===== src/rtl/cpu_pkg.sv =====
// cpu_pkg: constants shared by the CPU front-end blocks.
//   INSTR_W      instruction word width
//   PC_STEP      byte distance between sequential instruction addresses
//   ADDR_W_DEF   default PC / instruction-memory address width
//   RESET_PC_DEF default first fetch address after reset
//   cnt_w()      width of a counter that must hold 0..depth inclusive
package cpu_pkg;

  localparam int          INSTR_W      = 32;
  localparam int          PC_STEP      = 4;
  localparam int          ADDR_W_DEF   = 32;
  localparam logic [31:0] RESET_PC_DEF = 32'h0000_0000;

  function automatic int cnt_w(input int depth);
    return $clog2(depth + 1);
  endfunction

endpackage


===== src/rtl/fetch_fifo.sv =====
// fetch_fifo: synchronous FIFO holding fetched {instruction, pc} entries.
//   clk, rst_n    clock, synchronous active-low reset (control state only)
//   clear         drops all entries; wins over push, a same-cycle pop is ignored
//   push, din     write an entry (ignored when full)
//   pop           retire the head entry (ignored when empty)
//   dout          head entry, valid while !empty
//   count         number of stored entries (0..DEPTH)
//   empty, full   occupancy flags
module fetch_fifo
  import cpu_pkg::*;
#(
  parameter int WIDTH = 64,
  parameter int DEPTH = 2
) (
  input  logic                        clk,
  input  logic                        rst_n,
  input  logic                        clear,
  input  logic                        push,
  input  logic [WIDTH-1:0]            din,
  input  logic                        pop,
  output logic [WIDTH-1:0]            dout,
  output logic [cnt_w(DEPTH)-1:0]     count,
  output logic                        empty,
  output logic                        full
);

  localparam int CW = cnt_w(DEPTH);
  localparam int PW = (DEPTH > 1) ? $clog2(DEPTH) : 1;

  logic [WIDTH-1:0] mem [DEPTH];
  logic [PW-1:0]    wr_ptr;
  logic [PW-1:0]    rd_ptr;
  logic             do_push;
  logic             do_pop;

  // Pointers wrap at DEPTH, which need not be a power of two.
  function automatic logic [PW-1:0] ptr_inc(input logic [PW-1:0] p);
    return (p == PW'(DEPTH - 1)) ? '0 : p + PW'(1);
  endfunction

  assign empty   = (count == '0);
  assign full    = (count == CW'(DEPTH));
  assign do_push = push && !full;
  assign do_pop  = pop && !empty;
  assign dout    = mem[rd_ptr];

  always_ff @(posedge clk) begin
    if (!rst_n || clear) begin
      wr_ptr <= '0;
      rd_ptr <= '0;
      count  <= '0;
    end else begin
      if (do_push) wr_ptr <= ptr_inc(wr_ptr);
      if (do_pop)  rd_ptr <= ptr_inc(rd_ptr);
      count <= count + CW'(do_push) - CW'(do_pop);
    end
  end

  // Storage carries no reset; entries are only read once counted in.
  always_ff @(posedge clk) begin
    if (do_push && !clear) mem[wr_ptr] <= din;
  end

endmodule


===== src/rtl/fetch_unit.sv =====
// fetch_unit: instruction fetch stage feeding the decoder.
//   clk, rst_n                      clock, synchronous active-low reset
//   imem_req_valid/ready/addr       in-order fetch requests to instruction memory
//   imem_rsp_valid/data             returned words, in request order
//   redirect_valid, redirect_pc     taken-branch pulse and target (bits [1:0] ignored)
//   instr_valid/ready, instr,       head of the instruction buffer to decode
//   instr_pc
// Requests are credit limited: outstanding + buffered never exceeds DEPTH, so
// the buffer cannot overflow. A redirect flushes the buffer and marks every
// request still in flight (including one accepted in the same cycle) as stale.
// Optional macro FETCH_TRACE_EN: prints each delivered instruction and each
// redirect during simulation; behaviour is otherwise identical.
module fetch_unit
  import cpu_pkg::*;
#(
  parameter int                ADDR_W   = ADDR_W_DEF,
  parameter logic [ADDR_W-1:0] RESET_PC = ADDR_W'(RESET_PC_DEF),
  parameter int                DEPTH    = 2
) (
  input  logic               clk,
  input  logic               rst_n,
  output logic               imem_req_valid,
  input  logic               imem_req_ready,
  output logic [ADDR_W-1:0]  imem_req_addr,
  input  logic               imem_rsp_valid,
  input  logic [INSTR_W-1:0] imem_rsp_data,
  input  logic               redirect_valid,
  input  logic [ADDR_W-1:0]  redirect_pc,
  output logic               instr_valid,
  input  logic               instr_ready,
  output logic [INSTR_W-1:0] instr,
  output logic [ADDR_W-1:0]  instr_pc
);

  localparam int                CW      = cnt_w(DEPTH);
  localparam int                EW      = INSTR_W + ADDR_W;
  localparam logic [ADDR_W-1:0] STEP    = ADDR_W'(PC_STEP);
  localparam logic [CW:0]       DEPTH_C = (CW + 1)'(DEPTH);

  logic [ADDR_W-1:0] pc;
  logic [ADDR_W-1:0] rsp_pc;
  logic [ADDR_W-1:0] redirect_tgt;
  logic [CW-1:0]     outstanding;
  logic [CW-1:0]     discard;
  logic [CW-1:0]     out_next;
  logic [CW-1:0]     fifo_count;
  logic [CW:0]       credit_used;
  logic              fifo_empty;
  logic              fifo_full;
  logic              req_fire;
  logic              push;
  logic              pop;
  logic [EW-1:0]     head;

  assign redirect_tgt   = redirect_pc & ~ADDR_W'(3);
  assign credit_used    = {1'b0, outstanding} + {1'b0, fifo_count};
  assign imem_req_valid = rst_n && (credit_used < DEPTH_C);
  assign imem_req_addr  = pc;
  assign req_fire       = imem_req_valid && imem_req_ready;
  assign out_next       = outstanding + CW'(req_fire) - CW'(imem_rsp_valid);

  // A response arriving with a redirect belongs to the old stream.
  assign push        = imem_rsp_valid && (discard == '0) && !redirect_valid;
  assign instr_valid = !fifo_empty;
  assign pop         = instr_valid && instr_ready;
  assign {instr, instr_pc} = head;

  // Request / response bookkeeping -> buffer write
  always_ff @(posedge clk) begin
    if (!rst_n) begin
      pc          <= RESET_PC;
      rsp_pc      <= RESET_PC;
      outstanding <= '0;
      discard     <= '0;
    end else begin
      assert (!imem_rsp_valid || (outstanding != '0));
      assert (!push || !fifo_full);
      outstanding <= out_next;
      if (redirect_valid) begin
        pc      <= redirect_tgt;
        rsp_pc  <= redirect_tgt;
        discard <= out_next;
      end else begin
        if (req_fire) pc <= pc + STEP;
        if (push) begin
          rsp_pc <= rsp_pc + STEP;
        end else if (imem_rsp_valid) begin
          discard <= discard - CW'(1);
        end
      end
    end
  end

  fetch_fifo #(
    .WIDTH (EW),
    .DEPTH (DEPTH)
  ) u_fifo (
    .clk   (clk),
    .rst_n (rst_n),
    .clear (redirect_valid),
    .push  (push),
    .din   ({imem_rsp_data, rsp_pc}),
    .pop   (pop),
    .dout  (head),
    .count (fifo_count),
    .empty (fifo_empty),
    .full  (fifo_full)
  );

`ifdef FETCH_TRACE_EN
  // Snapshot at the edge so $strobe reports the retired entry, not the new head.
  logic [ADDR_W-1:0]  tr_pc;
  logic [INSTR_W-1:0] tr_instr;
  logic [ADDR_W-1:0]  tr_tgt;
  logic [CW-1:0]      tr_disc;

  always_ff @(posedge clk) begin
    tr_pc    <= instr_pc;
    tr_instr <= instr;
    tr_tgt   <= redirect_tgt;
    tr_disc  <= out_next;
    if (rst_n && pop)
      $strobe("(FETCH) pc = %h, instr = %h", tr_pc, tr_instr);
    if (rst_n && redirect_valid)
      $strobe("(FETCH) redirect pc = %h, discarded = %0d", tr_tgt, tr_disc);
  end
`endif

endmodule


===== config.mk =====
export PLATFORM = sky130hd
export DESIGN_NAME = fetch_unit
export DESIGN_NICKNAME = d
export VERILOG_FILES = /design/src/rtl/cpu_pkg.sv /design/src/rtl/fetch_fifo.sv /design/src/rtl/fetch_unit.sv
export SDC_FILE = /design/constraint.sdc
export NUM_CORES = 1
export LEC_CHECK = 0
export ABC_CLOCK_PERIOD_IN_PS = 13900
export CAP_MARGIN = 20
export CORE_ASPECT_RATIO = 0.75
export CORE_MARGIN = 2
export CORE_UTILIZATION = 55
export DETAILED_ROUTE_END_ITERATION = 8
export GPL_TIMING_DRIVEN = 1
export PLACE_DENSITY = 0.9
export SKIP_LAST_GASP = 1
export SYNTH_ARGS = -nofsm -noshare
export SYNTH_HDL_FRONTEND = slang
export SYNTH_SLANG_ARGS = --single-unit
export TNS_END_PERCENT = 5

===== constraint.sdc =====
create_clock -name clk -period 13.9 [get_ports clk]
set_clock_uncertainty 0.05 [all_clocks]
set_input_delay 1.39 -clock clk [delete_from_list [all_inputs] [get_ports clk]]
set_output_delay 1.39 -clock clk [all_outputs]
set_load 0.05 [all_outputs]

==> reports/results.ini <==
[final_layout]
final_cell_mix = clkdlybuf4s50_1 (161), edfxtp_1 (124), dfxtp_1 (68)
diodes = 0
drive_gt1_share_pct = 13.4
final_common_cell = clkdlybuf4s50_1
area_growth_pct = 28.2
fill_cells = 947
seq_area_sq_um = 5110
nets = 881
multiInputGateArea_sq_um = 2930

[logic_synthesis]
synthesis.area_sq_um = 8240
yosys.area.top_type = edfxtp_1
synth_seq_cells = 193
yosysWarningCount = 0
synth_edf_count = 124
synth.distinct_cells = 52
synth_area_per_cell_sq_um = 12.6
synthArstFlopShare_pct = 0
synth_top_area_share_pct = 45.2
synthTopCellsByArea = edfxtp_1 (45%), dfxtp_1 (17%), mux2_2 (8.5%)
synth_ff_type = edfxtp_1
synth-seq-area-share_pct = 62.0
synth_cells = 652

[floorplan]
die_area_sq_um = 16000
die_w_um = 145
initial_utilization_pct = 56.6
ios = 168
coreArea_sq_um = 14500
num_rows = 38
die_height_um = 110

[timing]
slew_headroom_pct = 35.5
rsz0062_at_grt = false
worstMarginPinSlew_ns = 0.962
hold_viol_final = 0
fmax_ghz = 0.208
period_share_pct = 34.6
setup_viol = 0
timing.final.crit_period_ns = 4.81
fin_tns_setup_ns = 0
finalMaxSlewViolations = 0

[clock_tree]
clkLatencyLatePin_ns = 0.43
h-tree-depth = 4
cts_resized = 0
clk_pin_slew_ns = 0.07
clock-sinks = 193
ctsHoldBuffers = 0
cts-root-buf = clkbuf_16
clockBufferDepth = 2
postCtsSetupRepairBufs = 0
cts_tree = yes
cts_buffers = 17

[grt]
grt_use_total_pct = 24.5
first_global_vias = 5860
antenna_found_initial = 0
globalRouteMet2Util_pct = 37.5
grt_max_degree = 63
grt-ovfl-total = 0
grt_pass1_wl_um = 30400
top_usage_layer = met2
gr-usage-met3_pct = 6.54
met1_usage_pct = 34.7

[route]
vias_per_cell = 6.07
antenna_left = 0
drt_iter0_drc = 550
wl_per_cell_um = 19.3
wirelength_um = 19600
drc = 0
dr_total_vias = 6171
drtPass1Iterations = 5

[power_and_ir_drop]
power_density_nw_per_um2 = 130
ir_drop_mv = 0.0717
leakage_nw = 3.47
total_power_mw = 1.37

[placed_design]
gp_congestion = 0.907
portBuffers = 161
dp_hpwl_um = 13100

[status]
run_status = completed

[setup_path]
critPathArrivalTime_ns = 3.37
crit_type = in -> out
crit_fanout = 43
crit_path_start_kind = input pin
cp.required_ns = 12.46
crit_path_end_kind = output pin

[worst_hold_path]
min_path_type = reg -> reg

[run]
drv_cap = 0

-- kinds of logic after synthesis --
| kind of cell | Yosys count | synth area share [%] |
|---|---|---|
| AND/OR/NAND/NOR | 182 | 12.6 |
| multiplexers | 63 | 8.60 |
| flip-flops | 193 | 62.0 |
| AO/OA/AOI/OAI | 123 | 9.80 |
| XOR/XNOR | 29 | 3.08 |
| other | 1 | 0.0455 |
| buffers and inverters | 53 | 2.63 |
| adder cells (fa/ha/maj) | 8 | 1.31 |
-- synthesized netlist by cell type, types with 9 or more instances --
cell and count:
a21oi_1 25, a31oi_1 22, and4_1 9, clkbuf_1 32, dfxtp_1 69, edfxtp_1 124, inv_1 13, mux2_2 62
nand2_1 30, nand3_1 24, nand4_1 19, nor2_1 17, nor3_1 13, nor4_1 18, o21ai_0 29, o31ai_1 15
or4_1 14, xnor2_1 22
-- where the power goes --
part / switching [mW] / total [mW] / leakage, nW / internal, mW
Clock: 0.222 / 0.458 / 0.261 / 0.235
Combinational: 0.146 / 0.236 / 1.50 / 0.0902
Sequential: 0.0281 / 0.675 / 1.71 / 0.647
-- worst paths after layout --
kind	depth (start not counted)	start	slack, ns	to
min	2	u_fifo.rd_ptr	0.47	u_fifo.rd_ptr
max	4	rst_n	9.09	imem_req_valid
max reg2reg	7	u_fifo.count[0]	10.70	imem_req_addr[23]
min reg2reg	2	u_fifo.rd_ptr	0.47	u_fifo.rd_ptr
-- flip-flops by register name, summed over array words and instances, names as in the netlist, named ones only --
| signal | cells |
|---|---|
| discard | 2 |
| imem_req_addr | 30 |
| outstanding | 2 |
| rsp_pc | 30 |
| u_fifo.count | 2 |
| u_fifo.mem | 124 |
| u_fifo.rd_ptr | 1 |
| u_fifo.wr_ptr | 1 |
-- metal layers --
metal | wire length (um) | vias up
met5 | 0 | -
met4 | 276 | 0
met3 | 2070 | 32
met2 | 8690 | 373
met1 | 8580 | 2942
li1 | - | 2824
-- through the flow --
stage | hold slack, ns | cells | utilization, % | setup slack, ns | cell area, sq um
2_1_floorplan | 0.412 | 655 | - | 5.27 | 8250
3_3_place_gp | 0.436 | 984 | 68.8 | 9.14 | 10000
5_1_grt | 0.493 | 1016 | 72.6 | 9.04 | 10600
6_report | 0.472 | 1016 | 72.6 | 9.09 | 10600
4_1_cts | 0.473 | 1016 | 72.6 | 9.11 | 10600
3_5_place_dp | 0.454 | 984 | 68.8 | 9.14 | 10000
-- worst max-delay path, stage by stage --
cell	delay (ns)
clkdlybuf4s50_1	0.45
buf_4	0.35
nor3b_1	0.31
clkdlybuf4s50_1	0.86
-- final cells by class --
type	count	area share (%)
inverter	15	0.533
sequential	193	48.4
clock inverter	14	1.17
timing repair buffer	167	15.7
multi-input combinational	409	27.8
clock buffer	18	4.07
tap	200	2.37
No activity file was read; power rests on OpenSTA's default activity.
